--- src/rtl/ppi_pkg.sv ---
// Shared definitions for the strobed PPI port.
//   ppi_mode_t : 2-bit port mode. Bit 1 selects strobed (Mode 1) operation,
//                bit 0 selects the output direction.
package ppi_pkg;

    typedef enum logic [1:0] {
        MODE0_IN  = 2'b00,
        MODE0_OUT = 2'b01,
        MODE1_IN  = 2'b10,
        MODE1_OUT = 2'b11
    } ppi_mode_t;

    function automatic logic is_output(ppi_mode_t m);
        return m[0];
    endfunction

endpackage

--- src/rtl/ppi_sync_edge.sv ---
// Synchroniser plus edge detector for one asynchronous handshake pin.
//   clk, rst : clock, synchronous active-high reset
//   din      : asynchronous pin
//   fall     : one-cycle pulse, SYNC_STAGES+1 cycles after a high->low pin edge
//   rise     : one-cycle pulse, SYNC_STAGES+1 cycles after a low->high pin edge
module ppi_sync_edge #(
    parameter int   SYNC_STAGES = 2,
    parameter logic RESET_VAL   = 1'b1
) (
    input  logic clk,
    input  logic rst,
    input  logic din,
    output logic fall,
    output logic rise
);

    logic [SYNC_STAGES-1:0] sync_q;
    logic                   prev_q;
    // vld_pipe[i] marks that sync_q[i] (or prev_q for i=SYNC_STAGES) holds a
    // real post-reset sample. Edges are only reported between two real
    // samples, so a pin held low through reset never looks like a fall.
    logic [SYNC_STAGES:0]   vld_pipe;

    always_ff @(posedge clk) begin
        if (rst) begin
            sync_q   <= {SYNC_STAGES{RESET_VAL}};
            prev_q   <= RESET_VAL;
            vld_pipe <= '0;
            fall     <= 1'b0;
            rise     <= 1'b0;
        end else begin
            sync_q   <= {sync_q[SYNC_STAGES-2:0], din};
            prev_q   <= sync_q[SYNC_STAGES-1];
            vld_pipe <= {vld_pipe[SYNC_STAGES-1:0], 1'b1};
            fall     <= vld_pipe[SYNC_STAGES] &  prev_q & ~sync_q[SYNC_STAGES-1];
            rise     <= vld_pipe[SYNC_STAGES] & ~prev_q &  sync_q[SYNC_STAGES-1];
        end
    end

endmodule

--- src/rtl/ppi_strobed_port.sv ---
// Single 8255A-style port: Mode 0 basic I/O and Mode 1 strobed I/O.
//   clk, rst          : clock, synchronous active-high reset
//   mode, inte        : port mode (ppi_mode_t encoding), interrupt enable
//   bus_wr, bus_wdata : one-cycle write strobe and data
//   bus_rd, bus_rdata : one-cycle read acknowledge, combinational read data
//   px_in/out/oe      : pin side; pads are tri-stated by the parent from px_oe
//   stb_n, ack_n      : asynchronous Mode 1 input strobe / output acknowledge
//   ibf, obf_n, intr, ovr : handshake, interrupt and sticky overrun flags
module ppi_strobed_port
    import ppi_pkg::*;
#(
    parameter int WIDTH       = 8,
    parameter int SYNC_STAGES = 2
) (
    input  logic             clk,
    input  logic             rst,
    input  logic [1:0]       mode,
    input  logic             inte,
    input  logic             bus_wr,
    input  logic [WIDTH-1:0] bus_wdata,
    input  logic             bus_rd,
    output logic [WIDTH-1:0] bus_rdata,
    input  logic [WIDTH-1:0] px_in,
    output logic [WIDTH-1:0] px_out,
    output logic             px_oe,
    input  logic             stb_n,
    input  logic             ack_n,
    output logic             ibf,
    output logic             obf_n,
    output logic             intr,
    output logic             ovr
);

    ppi_mode_t        mode_q;
    logic [WIDTH-1:0] out_reg;
    logic [WIDTH-1:0] in_latch;
    logic             rst_done;
    logic             stb_fall, stb_rise, ack_fall, ack_rise;

    ppi_sync_edge #(.SYNC_STAGES(SYNC_STAGES), .RESET_VAL(1'b1)) u_stb_sync (
        .clk (clk), .rst (rst), .din (stb_n), .fall (stb_fall), .rise (stb_rise)
    );

    ppi_sync_edge #(.SYNC_STAGES(SYNC_STAGES), .RESET_VAL(1'b1)) u_ack_sync (
        .clk (clk), .rst (rst), .din (ack_n), .fall (ack_fall), .rise (ack_rise)
    );

    always_ff @(posedge clk) begin
        if (rst) begin
            mode_q   <= ppi_mode_t'(mode);
            out_reg  <= '0;
            in_latch <= '0;
            ibf      <= 1'b0;
            obf_n    <= 1'b1;
            intr     <= 1'b0;
            ovr      <= 1'b0;
            rst_done <= 1'b0;
        end else begin
            rst_done <= 1'b1;
            if (ppi_mode_t'(mode) != mode_q) begin
                // Mode switch: flush the port, ignore every other event.
                mode_q  <= ppi_mode_t'(mode);
                out_reg <= '0;
                ibf     <= 1'b0;
                obf_n   <= 1'b1;
                intr    <= 1'b0;
                ovr     <= 1'b0;
            end else begin
                case (mode_q)
                    MODE0_OUT: begin
                        if (bus_wr) out_reg <= bus_wdata;
                    end
                    MODE1_IN: begin
                        if (bus_rd) begin
                            ibf  <= 1'b0;
                            intr <= 1'b0;
                            ovr  <= 1'b0;
                        end
                        // A read in the same cycle empties the buffer first,
                        // so the strobe loads instead of overrunning.
                        if (stb_fall) begin
                            if (!ibf || bus_rd) begin
                                in_latch <= px_in;
                                ibf      <= 1'b1;
                            end else begin
                                ovr <= 1'b1;
                            end
                        end
                        if (stb_rise && ibf && inte && !bus_rd) intr <= 1'b1;
                        if (!inte) intr <= 1'b0;
                    end
                    MODE1_OUT: begin
                        if (ack_fall) obf_n <= 1'b1;
                        if (ack_rise && obf_n && inte) intr <= 1'b1;
                        if (!inte) intr <= 1'b0;
                        // The write is last so it beats a coincident ack.
                        if (bus_wr) begin
                            out_reg <= bus_wdata;
                            obf_n   <= 1'b0;
                            intr    <= 1'b0;
                        end
                    end
                    default: ;
                endcase
            end
        end
    end

    always_comb begin
        bus_rdata = out_reg;
        case (mode_q)
            MODE0_IN: bus_rdata = px_in;
            MODE1_IN: bus_rdata = in_latch;
            default:  bus_rdata = out_reg;
        endcase
    end

    assign px_out = out_reg;
    // Held off until the first edge after reset release.
    assign px_oe  = rst_done & is_output(mode_q);

endmodule

--- config.mk ---
export PLATFORM = sky130hd
export DESIGN_NAME = ppi_strobed_port
export DESIGN_NICKNAME = d
export VERILOG_FILES = /design/src/rtl/ppi_pkg.sv /design/src/rtl/ppi_sync_edge.sv /design/src/rtl/ppi_strobed_port.sv
export SDC_FILE = /design/constraint.sdc
export NUM_CORES = 1
export LEC_CHECK = 0
export ABC_AREA = 1
export BUFFER_PORTS_ARGS = -buffer_cell sky130_fd_sc_hd__buf_4
export CAP_MARGIN = 20
export CORE_ASPECT_RATIO = 0.5
export CORE_UTILIZATION = 55
export CTS_CLUSTER_DIAMETER = 30
export DETAILED_ROUTE_END_ITERATION = 8
export PLACE_DENSITY_LB_ADDON = 0.12
export REMOVE_ABC_BUFFERS = 1
export SLEW_MARGIN = 15
export SYNTH_ARGS = -nofsm -noshare
export SYNTH_HDL_FRONTEND = slang
export SYNTH_HIERARCHICAL = 1
export SYNTH_SLANG_ARGS = --single-unit
--- constraint.sdc ---
create_clock -name clk -period 3.1 [get_ports clk]
set_clock_uncertainty 0.2 [all_clocks]
set_input_delay 0.62 -clock clk [delete_from_list [all_inputs] [get_ports clk]]
set_output_delay 0.62 -clock clk [all_outputs]
set_load 0.005 [all_outputs]
# After elaboration in Yosys (flattened, before gate mapping)
# Index checks and enable logic that the tools add are counted.
word_totals:
  word_cells: 79
  output_inout_bits: 21
  register_bits: 39
classes:
  eq_ne: 6
  bitwise: 14
  n_reduce_logical: 18
  mux: 21
op_table:
  columns: ["cell", "count"]
  rows:
  - ["1-bit 2-to-1 mux", 17]
  - ["8-bit case mux with 2 select lines", 1]
  - ["1-bit AND", 9]
  - ["4-bit inequality test, second input constant", 2]
  - ["2-bit nonzero test", 3]
  - ["1-bit logical AND", 5]
  - ["1-bit NOT", 5]
  - ["2-bit == test, second input constant", 2]
  - ["2-bit 2-to-1 mux", 2]
  - ["2-bit AND reduction", 2]
  - ["4-bit AND reduction", 1]
  - ["2-bit OR reduction", 2]
  - ["3-bit AND reduction", 1]
  - ["2-bit by 1-bit == test with 1-bit output, second input constant", 1]
  - ["1-bit logical NOT", 2]
  - ["2-bit logical NOT", 1]
  - ["2-bit inequality test", 1]
  - ["1-bit case mux with 2 select lines", 1]
  - ["1-bit logical OR", 1]

# Logic depth before layout (Yosys ltp)
depth:
  ltp_word: 6
  depth_mapped: 8

# By module
# The synthesis kept the hierarchy.
modules_own_cells:
  columns: ["module", "instances", "cells_each", "area_per_inst_um2"]
  rows:
  - ["ppi_strobed_port", 1, 171, 1154.9]
  - ["ppi_sync_edge", 2, 23, 226.5]

# Least setup slack after synthesis
# No wires, ideal clock.
synth_timing:
  path_type: "reg-to-output"
  from: "register mode_q[0]"
  to: "output bus_rdata[1]"
  path_buffers: 1
  path_stages_with_launch: 5
  required_ps: 2280
  t_arrival_ps: 1089
  setup_slack_ps: 1191
  cell_sequence: "edfxtp_1 > buf_2 > nor2_1 > a22oi_1 > nand2_1"
synth_between:
  elab_chain_cells: 2
  word_cells_on_any_way: 3
synth_lines:
  columns: ["item", "line_no", "source"]
  rows:
  - ["from (decl)", "ppi_strobed_port.sv:34", "ppi_mode_t mode_q;"]
  - ["from (signal assigned)", "ppi_strobed_port.sv:50", "mode_q <= ppi_mode_t'(mode);"]
  - ["from (signal assigned)", "ppi_strobed_port.sv:62", "mode_q <= ppi_mode_t'(mode);"]
  - ["2-bit == test or 2-bit logical NOT (tied branches)", "ppi_strobed_port.sv:111", "case (mode_q)"]
  - ["8-bit case mux with 2 select lines *", "ppi_strobed_port.sv:111", null]
  - ["to (decl)", "ppi_strobed_port.sv:22", "output logic [WIDTH-1:0] bus_rdata,"]
# Mark *: on every way between the ends. The rest lies on a longest branch, timed or not.

# Worst setup path in the final report
layout_timing:
  from: "register mode_q[1]"
  to: "output bus_rdata[3]"
# The elaborated chain is that of the path after synthesis.

==> impl_metrics.yaml <==
run_status:
  status: "finished clean"
synth:
  yosysSeqAreaShare_pct: 49.81
  yosys.area_share.simple_pct: 33.39
  postSynthCellCount: 217
  synthTopCellsByArea: "dfxtp_1 (46%), nand2_1 (14%), nand3_1 (8.4%), a21oi_1 (5.6%), inv_1 (5.6%)"
  synth-compound-area-share_pct: 6.381
  ys_warn_count: 6
  synth-edff-count: 2
  synth_xor_area_share_pct: 1.089
  synth_common_cells: "nand2_1 (60), dfxtp_1 (37), nand3_1 (27)"
  synth_top_family_by_area: "simple AND/OR/NAND/NOR gates"
  ys.flop_type: "dfxtp_1"
  synthesis.area_um2: 1608
  synth-seq-cells: 39
  syn_avg_cell_area_um2: 7.409
  yosys.cell_types.count: 23
  synth_top_area_cell: "dfxtp_1"
  synth_most_common_cell: "nand2_1"
  synthArstFlopShare_pct: 0
  synth_mux_area_share_pct: 0
  synth_fa_ha_area_share_pct: 0
  synth_top_area_share_pct: 46.07
routing:
  drc: 0
  vias: 1501
  drt_first_pass_iters: 4
  wire_per_inst_um: 11.61
  dr_wl_met2_mm: 1.726
  met3_length_um: 206
  avgViaCountPerCell: 4.970
  drtIter0Drc: 124
  drtAntennaViolNets: 0
  topRoutingLayerUsed: "met4"
  drt_wl_total_mm: 3.506
  wl_met1_mm: 1.537
timing:
  rsz0062_at_grt: "no"
  tightest_slew_ns: 0.6204
  period_needed_ns: 2.495
  setup_tns_ns: 0
  setup_viol: 0
  timing.slew.headroom_pct: 58.48
  timing.final.max_slew_violations: 0
  fmax_mhz: 400.8
  hold_violations: 0
  final.setup.worst_slack_ns: 0.6048
  finalCritPeriodShare_pct: 80.49
layout:
  final_area_um2: 2091
  utilization_pct: 77.90
  nFillCells: 197
  drive_gt1_share_pct: 23.77
  area_growth_pct: 30.04
  multi_input_area_um2: 656.9
  fin_nets: 289
  regArea_um2: 800.8
  antenna_cells: 0
clock_network:
  numClockSinks: 39
  clock_latency_ns: 0.29
  hold_buffers: 0
  cts_buffer_depth: 2
  cts_setup_buffers: 0
  cts_tree: "yes"
  cts_resized: 0
  path_clk_slew_ns: 0.08
  cts_max_level: 2
  root_buffer: "clkbuf_8"
  cts_buffers: 5
critical_path:
  end_kind: "primary output"
  reg2reg_depth: 4
  critPathLaunchType: "register"
  reg2reg_to: "mode_q[0]"
  crit_type: "register to primary output"
  critPathLaunch: "mode_q[1]"
  crit_fanout: 8
  worst_ep_required_time_ns: 2.28
  arrival_ns: 1.68
  rrSetupSlack_ns: 1.01
  endpoint: "bus_rdata[3]"
  worstReg2RegStart: "mode_q[0]"
place:
  pre_cts_ws_ns: 0.9282
  gp_congestion: 0.7527
  io_buffers: 45
  hpwlAfterDp_mm: 2.430
  placed_cell_area_um2: 1958
run:
  drv_cap: 0
floorplanning:
  die_h_um: 40.23
  initial_core_util_pct: 59.91
  core.rowCount: 13
  ios: 46
  core-area_um2: 2684
  die_w_um: 78.46
  dieArea_um2: 3156
min_path:
  hp-class: "register to register"
power_and_ir_drop:
  p_leak_nw: 0.9895
  peakVddDrop_uv: 453.5
  p_per_area_nw_per_um2: 547.8
  power.total_w: 0.001145
global_route:
  grt_overflow_total: 0
  grt_pass1_vias: 1250
  grt.total_usage_pct: 24.37
  antenna_found_initial: 0
  grt_max_degree: 22
  grt_pass1_wl_mm: 5.340
[cells by family (layout without fill, tap and decap cells)]
family | Yosys count | in the layout
simple gates | 122 | 122
flops | 39 | 39
buf+inv | 34 | 82
compound gates | 20 | 20
xor+xnor | 2 | 2
[per-stage QoR]
| stage | hold slack (ns) | cells |
|---|---|---|
| global placement | 0.1851 | 294 |
| global route | 0.2220 | 302 |
| floorplan | 0.1832 | 210 |
| finish | 0.2052 | 302 |
| CTS | 0.2082 | 302 |
| detailed placement | 0.1938 | 294 |
[critical path, cell delays in order, from the launching register on]
cell	delay [ns]
edfxtp_1	0.46
nor2_1	0.53
nand2_1	0.13
nand3_1	0.14
buf_4	0.12
[area by class of cell]
cell class | count | area share [%]
Clock buffer | 6 | 3.471
Clock inverter | 2 | 2.873
Inverter | 27 | 4.847
Multi-Input combinational cell | 144 | 31.42
Sequential cell | 39 | 38.30
Tap cell | 37 | 2.214
Timing Repair Buffer | 47 | 16.88
[report_power, final]
group	switching, W	internal, W
logic	0.0000706	0.0000541
registers	0.00000703	0.000518
clock network	0.000174	0.000322
[worst min path at each step]
stage	start	endpoint	slack, ns	cells after the start
2_1_floorplan	u_ack_sync/sync_q[0]	u_ack_sync/sync_q[1]	0.18	1
3_3_place_gp	u_stb_sync/sync_q[0]	u_stb_sync/sync_q[1]	0.19	1
3_5_place_dp	u_ack_sync/sync_q[0]	u_ack_sync/sync_q[1]	0.19	1
4_1_cts	u_stb_sync/vld_pipe[0]	u_stb_sync/vld_pipe[1]	0.21	2
5_1_grt	u_stb_sync/vld_pipe[1]	u_stb_sync/vld_pipe[2]	0.22	2
6_report	u_stb_sync/vld_pipe[0]	u_stb_sync/vld_pipe[1]	0.21	2
[per-layer routing]
metal | global-route usage [%] | vias to the layer above
met4 | 9.722 | 0
met1 | 25.14 | 686
met5 | 0 | -
met2 | 46.71 | 43
li1 | - | 768
met3 | 10.45 | 4
[state kept, by name, summed over array words and instances (netlist names), 2 cells and up]
signal               count
in_latch                 8
u_ack_sync/vld_pipe      3
u_stb_sync/sync_q        2
u_ack_sync/sync_q        2
u_stb_sync/vld_pipe      3
px_out                   8
mode_q                   2
[placed cells by master, fill, tap and decap left out]
master	count
nor2_1	22
nor2_2	2
xor2_1	2
edfxtp_1	2
nor2_4	2
a21oi_1	18
inv_2	2
nand3_2	1
nor3_1	1
nand2_2	2
o21ai_0	1
nand3_1	27
inv_1	24
bufinv_16	2
buf_4	47
dfxtp_1	37
clkbuf_1	1
or2_1	4
a22oi_1	1
nand4_1	1
nand2_1	60
clkinv_1	1
clkbuf_8	5
Note: power is estimated with default switching activity, not from simulation.
